<file path="src/rtl/i2c_slave_regmap.sv">
// EEPROM-style register file behind the I2C slave core's user interface.
// First write byte loads the pointer; later bytes write/read registers with auto-increment.
module i2c_slave_regmap #(
  parameter int                NREG    = 16,
  parameter int                ADDR_W  = 4,
  parameter logic [NREG-1:0]   RO_MASK = {NREG{1'b0}},
  parameter logic [8*NREG-1:0] RST_VAL = {NREG{8'h00}}
) (
  input  logic                clk,
  input  logic                rst,
  input  logic [7:0]          status_i,
  input  logic [7:0]          rx_data_i,
  output logic [7:0]          data_in_o,
  output logic                tx_data_en_o,
  input  logic                hw_we_i,
  input  logic [ADDR_W-1:0]   hw_addr_i,
  input  logic [7:0]          hw_wdata_i,
  output logic [8*NREG-1:0]   regs_o,
  output logic                i2c_wr_o,
  output logic [ADDR_W-1:0]   i2c_wr_addr_o,
  output logic [ADDR_W-1:0]   ptr_o,
  output logic                busy_o
);

  localparam logic [1:0] S_IDLE  = 2'd0;
  localparam logic [1:0] S_FIRST = 2'd1;
  localparam logic [1:0] S_WR    = 2'd2;
  localparam logic [1:0] S_RD    = 2'd3;

  logic [1:0]        r_state;
  logic              r_tx_prev;
  logic              r_rx_prev;
  logic [ADDR_W-1:0] r_ptr;
  logic [7:0]        r_regs [NREG];
  logic [7:0]        r_data_in;
  logic              r_tx_en;
  logic              r_wr;
  logic [ADDR_W-1:0] r_wr_addr;

  logic              w_sta, w_sto, w_tx_rise, w_rx_rise, w_ev;
  logic              w_set_ptr, w_do_wr, w_do_rd, w_wr_ok;
  logic              w_ptr_hit, w_ptr_ro;
  logic [7:0]        w_ptr_rdata;
  logic [ADDR_W-1:0] w_ptr_inc;
  logic [1:0]        w_next_state;
  logic              w_unused;

  assign w_sta     = status_i[0];
  assign w_sto     = status_i[1];
  assign w_tx_rise = status_i[2] & ~r_tx_prev;
  assign w_rx_rise = status_i[3] & ~r_rx_prev;
  assign w_unused  = ^status_i[7:4];

  // Start/stop pulses take the cycle; a data edge coinciding with them is not acted on.
  assign w_ev      = ~w_sta & ~w_sto;
  assign w_set_ptr = w_ev & w_rx_rise & (r_state == S_FIRST);
  assign w_do_wr   = w_ev & w_rx_rise & (r_state == S_WR);
  assign w_do_rd   = w_ev & w_tx_rise & ((r_state == S_RD) |
                     (((r_state == S_FIRST) | (r_state == S_WR)) & ~w_rx_rise));
  assign w_wr_ok   = w_do_wr & w_ptr_hit & ~w_ptr_ro;

  assign w_ptr_inc = (int'(r_ptr) >= NREG - 1) ? '0 : r_ptr + ADDR_W'(1);

  always_comb begin
    w_ptr_hit   = 1'b0;
    w_ptr_ro    = 1'b0;
    w_ptr_rdata = 8'hFF;
    for (int i = 0; i < NREG; i++) begin
      if (r_ptr == ADDR_W'(i)) begin
        w_ptr_hit   = 1'b1;
        w_ptr_ro    = RO_MASK[i];
        w_ptr_rdata = r_regs[i];
      end
    end
  end

  always_comb begin
    w_next_state = r_state;
    if (w_sta) begin
      w_next_state = S_FIRST;
    end else if (w_sto) begin
      w_next_state = S_IDLE;
    end else begin
      case (r_state)
        S_FIRST: begin
          if (w_rx_rise)      w_next_state = S_WR;
          else if (w_tx_rise) w_next_state = S_RD;
        end
        S_WR: begin
          if (!w_rx_rise && w_tx_rise) w_next_state = S_RD;
        end
        default: ;
      endcase
    end
  end

  always_ff @(posedge clk or negedge rst) begin
    if (!rst) begin
      r_state   <= S_IDLE;
      r_tx_prev <= 1'b0;
      r_rx_prev <= 1'b0;
      r_ptr     <= '0;
      r_data_in <= 8'hFF;
      r_tx_en   <= 1'b0;
      r_wr      <= 1'b0;
      r_wr_addr <= '0;
    end else begin
      r_state   <= w_next_state;
      r_tx_prev <= status_i[2];
      r_rx_prev <= status_i[3];
      r_tx_en   <= w_do_rd;
      r_wr      <= w_wr_ok;
      if (w_wr_ok) r_wr_addr <= r_ptr;
      // Read value is the pre-write register content, out-of-range reads return FF.
      if (w_do_rd) r_data_in <= w_ptr_rdata;
      if (w_set_ptr)               r_ptr <= rx_data_i[ADDR_W-1:0];
      else if (w_do_wr || w_do_rd) r_ptr <= w_ptr_inc;
    end
  end

  // Local write is applied last so it wins a same-register collision.
  always_ff @(posedge clk or negedge rst) begin
    if (!rst) begin
      for (int i = 0; i < NREG; i++) r_regs[i] <= RST_VAL[8*i +: 8];
    end else begin
      for (int i = 0; i < NREG; i++) begin
        if (w_wr_ok && r_ptr == ADDR_W'(i))      r_regs[i] <= rx_data_i;
        if (hw_we_i && hw_addr_i == ADDR_W'(i))  r_regs[i] <= hw_wdata_i;
      end
    end
  end

  for (genvar g = 0; g < NREG; g++) begin : g_regs_out
    assign regs_o[8*g +: 8] = r_regs[g];
  end

  assign data_in_o     = r_data_in;
  assign tx_data_en_o  = r_tx_en;
  assign i2c_wr_o      = r_wr;
  assign i2c_wr_addr_o = r_wr_addr;
  assign ptr_o         = r_ptr;
  assign busy_o        = (r_state != S_IDLE);

endmodule

</file>
<file path="config.mk">
export PLATFORM = sky130hd
export DESIGN_NAME = i2c_slave_regmap
export DESIGN_NICKNAME = d
export VERILOG_FILES = /design/src/rtl/i2c_slave_regmap.sv
export SDC_FILE = /design/constraint.sdc
export NUM_CORES = 1
export LEC_CHECK = 0
export BUFFER_PORTS_ARGS = -buffer_cell sky130_fd_sc_hd__buf_2
export CAP_MARGIN = 10
export CELL_PAD_IN_SITES_DETAIL_PLACEMENT = 1
export CELL_PAD_IN_SITES_GLOBAL_PLACEMENT = 1
export CORE_AREA = 2 2 142 144
export DETAILED_ROUTE_END_ITERATION = 8
export DIE_AREA = 0 0 144 146
export PLACE_DENSITY = 0.86
export SLEW_MARGIN = 20
export SYNTH_ARGS = -nofsm -noshare
export SYNTH_HDL_FRONTEND = slang
export SYNTH_SLANG_ARGS = --single-unit
</file>
<file path="constraint.sdc">
create_clock -name clk -period 2.8 [get_ports clk]
set_input_delay 0.14 -clock clk [delete_from_list [all_inputs] [get_ports clk]]
set_output_delay 0.14 -clock clk [all_outputs]
set_load 0.01 [all_outputs]
</file>
; Word-level counts from Yosys, hierarchy flattened
; Index checks and enable logic that the tools add are counted.
[totals]
out_inout_bits = 147
in_bits = 31
ff_bits = 150
word_cells = 208
[op_classes]
n_eq_ne = 35
add_sub_neg = 1
n_bitwise = 17
n_mux = 73
magnitude_cmp = 1
reduce_logical = 57
[ops]
columns = operator, count
row1 = two-way mux 8 bit, 48
row2 = equality test 4 bit (second input constant), 16
row3 = nonzero test 2 bit, 18
row4 = logical AND 1 bit, 33
row5 = equality test 4 x 3 -> 1 bit (second input constant), 8
row6 = equality test 4 x 2 -> 1 bit (second input constant), 4
row7 = two-way mux 1 bit, 16
row8 = two-way mux 4 bit, 3
row9 = bitwise AND 1 bit, 10
row10 = two-way mux 2 bit, 5
row11 = equality test 4 x 1 -> 1 bit (second input constant), 2
row12 = logical NOT 4 bit, 2
row13 = inequality test 5 bit (second input constant), 1
row14 = inverter 1 bit, 5
row15 = adder 4 x 1 -> 4 bit (second input constant), 1
row16 = equality test 2 bit (second input constant), 2
row17 = >= comparator 4 bit (second input constant), 1
row18 = inequality test 4 x 3 -> 1 bit (second input constant), 1
row19 = case mux 2 bit (2 select lines), 1
row20 = nonzero test 4 bit, 1
row21 = AND reduction 3 bit, 1
row22 = equality test 2 x 1 -> 1 bit (second input constant), 1
row23 = bitwise OR 1 bit, 2
row24 = logical NOT 1 bit, 1
row25 = logical OR 1 bit, 1

; Longest topological paths before layout
[logic_depth]
word_depth = 21
mapped_depth = 10
ltp_nobuf = 8

; Worst setup path before layout
; OpenSTA, ideal clock, no wires.
[synth_timing]
path_kind = register to register
startpoint = register r_ptr[0] (netlist: ptr_o[0])
endpoint = register r_wr_addr[2] (netlist: i2c_wr_addr_o[2])
stages_incl_launch_ff = 7
t_required_ps = 2675
slack_ps = 778
synth_period_minus_slack_ps = 2022
setup_time_ps = 125
n_path_buf = 0
arrival_ps = 1897
path_cell_list = dfrtp_1 > inv_1 > ha_1 > clkinv_1 > nand2_1 > o31ai_2 > mux2_2
[synth_via]
elab_chain_cells = 18
elab_cells_between_ends = 33
classes_between = eq/ne: 15 / mux: 16 / bitwise: 1 / reduce/logical: 1
[synth_rtl]
columns = item, line
row1 = from (decl), 33  ; logic [ADDR_W-1:0] r_ptr;
row2 = from (signal assigned), 116  ; if (w_set_ptr) r_ptr <= rx_data_i[ADDR_W-1:0];
row3 = from (signal assigned), 117  ; else if (w_do_wr || w_do_rd) r_ptr <= w_ptr_inc;
row4 = logical NOT 4 bit, 69  ; if (r_ptr == ADDR_W'(i)) begin
row5 = two-way mux 1 bit (15 in a row), 69
row6 = two-way mux 1 bit (*), 69
row7 = bitwise AND 1 bit (*), 60  ; assign w_wr_ok = w_do_wr & w_ptr_hit & ~w_ptr_ro;
row8 = to (signal assigned), 113  ; if (w_wr_ok) r_wr_addr <= r_ptr;
row9 = to (decl), 38  ; logic [ADDR_W-1:0] r_wr_addr;
; Mark *: on every way between the ends. The rest lies on a longest branch, timed or not.
; A chain may end at the register's enable or synchronous reset.

; Worst setup path in the final report
[layout_timing]
startpoint = register r_ptr[0] (netlist: ptr_o[0])
endpoint = register r_data_in[3] (netlist: data_in_o[3])
[layout_via]
elab_chain_cells = 17
elab_cells_between_ends = 32
classes_between = eq/ne: 15 / mux: 16 / reduce/logical: 1
[layout_rtl]
columns = item, line
row1 = logical NOT 4 bit, 69
row2 = two-way mux 8 bit (15 in a row), 69
row3 = two-way mux 8 bit (*), 69
row4 = to (signal assigned), 115  ; if (w_do_rd) r_data_in <= w_ptr_rdata;
row5 = to (decl), 35  ; logic [7:0] r_data_in;
; Marked as above.

==> metrics.cfg <==
[logic_synthesis]
synthArstFlopShare_pct=100
synth_top_area_share_pct=40.9
ys.flop_type=dfrtp_1
synth_commonest_cells=a21oi_1, nor2_1, dfrtp_1, mux2i_1, o22ai_1
avgSynthCellArea_um2=9.22
netlist_area_mm2=0.00869
yosys_warnings=0
syn_nets=982
synth-seq-cells=150
synth_enable_flop_cells=0
synth.most_common_cell=a21oi_1
syn_inst=943
synthTopCellsByArea=dfrtp_1, mux2i_1, a21oi_1, nor2_1, o22ai_1
ys_seq_area_share_pct=43.3
ys_types=59
synth_top_cell_by_area=dfrtp_1

[detailed_routing]
drc=0
vias_per_cell=6.44
routedWlPerCell_um=26.5
drtIter0Drc=793
ant_nets=0
detail_route.first_pass.iterations=5
routed-via-count=8755
wirelength_um=36000

[floorplan]
die_w_um=144
coreArea_mm2=0.0193
io_pins=178
start_util_pct=44.9
die_area_mm2=0.0210
die-height_um=146
num_rows=51

[clock_tree]
cts.sinks=150
clk_pin_slew_ps=70
clock_latency_ps=440
cts_max_level=4
cts_setup_buffers=0
cts_tree=yes
cts.path.max_buffers=2
cts-root-buf=clkbuf_16
cts_made_buffers=17

[worst_setup_path]
r2r-end=data_in_o[3]$_DFFE_PN1P_
max_stage_delay_ps=500
path_max_fanout=31
reg2reg_slack_ps=200
timing.rr.start=ptr_o[0]$_DFFE_PN0P_
worstSetupStartpointType=flop
path_cells=inv_1 > ha_1 > buf_4 > nor2b_2 > nand2_1 > a221oi_1 > o41ai_1 > o21ai_0 > o21ai_0
critPathMostFrequentCell=o21ai_0
path_class=reg2reg
path_buf_inv=2
cp_top_family=compound AO/OA/AOI/OAI gates
arrival_ps=2950
slowest_stage=dfrtp_1
reg2reg_depth=9
critical_path.endpoint_type=flop
critPathRequiredTime_ps=3140

[global_route]
grt_use_total_pct=34.3
grt_pass1_vias=9013
grt.overflow.total=0
antenna_found_initial=0
grt_max_degree=55
grt_pass1_wl_um=54100

[placement]
pre_cts_slack_ps=179
placed_area_mm2=0.00963
numPortBuffers=173
hpwl_um=24300
gp_congestion=0.974

[run]
maxCapViolCount=0

[timing]
slew_violations=0
final.setup_skew_ps=10.9
max_slew_margin_pct=48.8
worst_slew_pin_slew_ps=768
setup_tns_ps=0
finalSetupViolations=0
worst_hold_slack_ps=45.3
max_freq_mhz=384
rsz0062_at_grt=no
period_share_pct=93.0
timing.final.ws_setup_ps=196
layout_min_cycle_time_ps=2600
finalHoldViolCount=0

[cells_and_area]
nNetsFinal=1121
final_util_pct=52.8
drive_gt1_share_pct=24.5
final_area_mm2=0.0102
syn2layout_area_growth_pct=17.5
antennaDiodeCount=0

[min_path]
holdPathStages=3
min_path_type=in2reg
worstHoldStart=status_i[1]
min_to=r_state[0]$_DFFE_PN0P_

[power]
pwr-share-clk_pct=22.2
pwr-share-comb_pct=42.4
power_switching_mw=4.47
total_leakage_power_nw=4.64
power_frac_seq_pct=35.4
cell_internal_pwr_mw=5.44
power.density_mw_per_mm2=970
ir_worst_vdd_mv=0.612
sw_frac_of_total_pct=45.1

[run_status]
outcome=finished, final reports clean

routing by layer:
layer | up-vias | share of wire [%] | global-route usage (%) | wire, µm
met5 | - | 0 | 0 | 0
met4 | 0 | 4.9 | 16.8 | 1770
met3 | 136 | 8.6 | 6.12 | 3090
met2 | 552 | 47 | 54.9 | 17100
met1 | 4390 | 39 | 44.9 | 14100
li1 | 3677 | - | - | -
power groups by stage:
stage	registers, mW	clock network [mW]	logic [mW]
floorplan	3.46	0	2.23
global placement	3.48	0	3.86
detailed placement	3.49	0	4.02
CTS	3.47	2.17	4.11
global route	3.53	2.26	4.49
finish	3.51	2.20	4.20
placed cells by master (no fill, tap or decap), drive strengths merged, types with 3 or more instances in the layout:
cell type | Yosys | final
buf | 46 | 196
a21oi | 170 | 170
nor2 | 150 | 150
dfrtp | 142 | 142
mux2i | 131 | 131
nand2 | 40 | 40
o22ai | 38 | 38
o21ai | 36 | 36
clkbuf | 34 | 19
nor2b | 17 | 17
a221oi | 16 | 16
inv | 13 | 14
a31oi | 10 | 10
nand2b | 10 | 10
o221ai | 9 | 9
nor3 | 8 | 8
o211ai | 8 | 8
ha | 8 | 8
dfstp | 8 | 8
clkinv | 1 | 8
o21a | 7 | 7
or3 | 6 | 6
o41ai | 6 | 6
o21bai | 6 | 6
clkinvlp | 0 | 4
dlygate4sd3 | 0 | 4
nand3 | 4 | 4
or2 | 3 | 3
stage by stage:
step / total power, mW / instances
final: 9.91 / 1360
after global routing: 10.3 / 1360
after CTS: 9.75 / 1360
after detailed placement: 7.52 / 1324
after global placement: 7.34 / 1324
after floorplan: 5.69 / 943
layout make-up:
cell class / instances / area (µm²)
flip-flops and latches: 150 / 3760
clock buffers: 19 / 433
fillers: 2257 / 9120
well taps: 265 / 332
inverters: 14 / 52.6
multi-input cells: 699 / 4440
clock inverters: 13 / 108
repair buffers: 200 / 1080
registers in the layout, indices dropped and copies added (netlist names):
register       flops
regs_o           128
data_in_o          8
i2c_wr_addr_o      4
ptr_o              4
r_state            2
i2c_wr_o           1
r_rx_prev          1
r_tx_prev          1
tx_data_en_o       1
worst max-delay path by stage:
stage                               startpoint                            to  slack, ps  cells past startpoint
after floorplan           ptr_o[0]$_DFFE_PN0P_  i2c_wr_addr_o[2]$_DFFE_PN0N_        780                      6
after global placement    ptr_o[0]$_DFFE_PN0P_      data_in_o[1]$_DFFE_PN1P_        340                      9
after detailed placement  ptr_o[0]$_DFFE_PN0P_      data_in_o[2]$_DFFE_PN1P_        180                      9
after CTS                 ptr_o[0]$_DFFE_PN0P_      data_in_o[3]$_DFFE_PN1P_         40                      9
after global routing      ptr_o[0]$_DFFE_PN0P_      data_in_o[3]$_DFFE_PN1P_         30                      9
final                     ptr_o[0]$_DFFE_PN0P_      data_in_o[3]$_DFFE_PN1P_        200                      9
kinds of logic (layout without fill, tap and decap cells):
logic type	after synthesis	count (layout)	share of synthesized area [%]
compound gates	315	315	22.2
xor+xnor	1	1	0.101
fa+ha+maj	8	8	1.15
buf+inv	94	246	5.69
flops	150	150	43.3
mux	132	132	15.2
simple gates	243	243	12.3
worst min-delay path, stage by stage:
cell and delay [ps]:
buf_2 130, inv_1 60, a31o_2 130
what timing repair did:
action                                  4_1_cts  5_1_grt
hold buffers                                  4        0
endpoints found under the setup margin        0        5
hold endpoints to repair                     50        0
resized for setup                             0        1
Note: power is estimated with default switching activity, not from simulation.
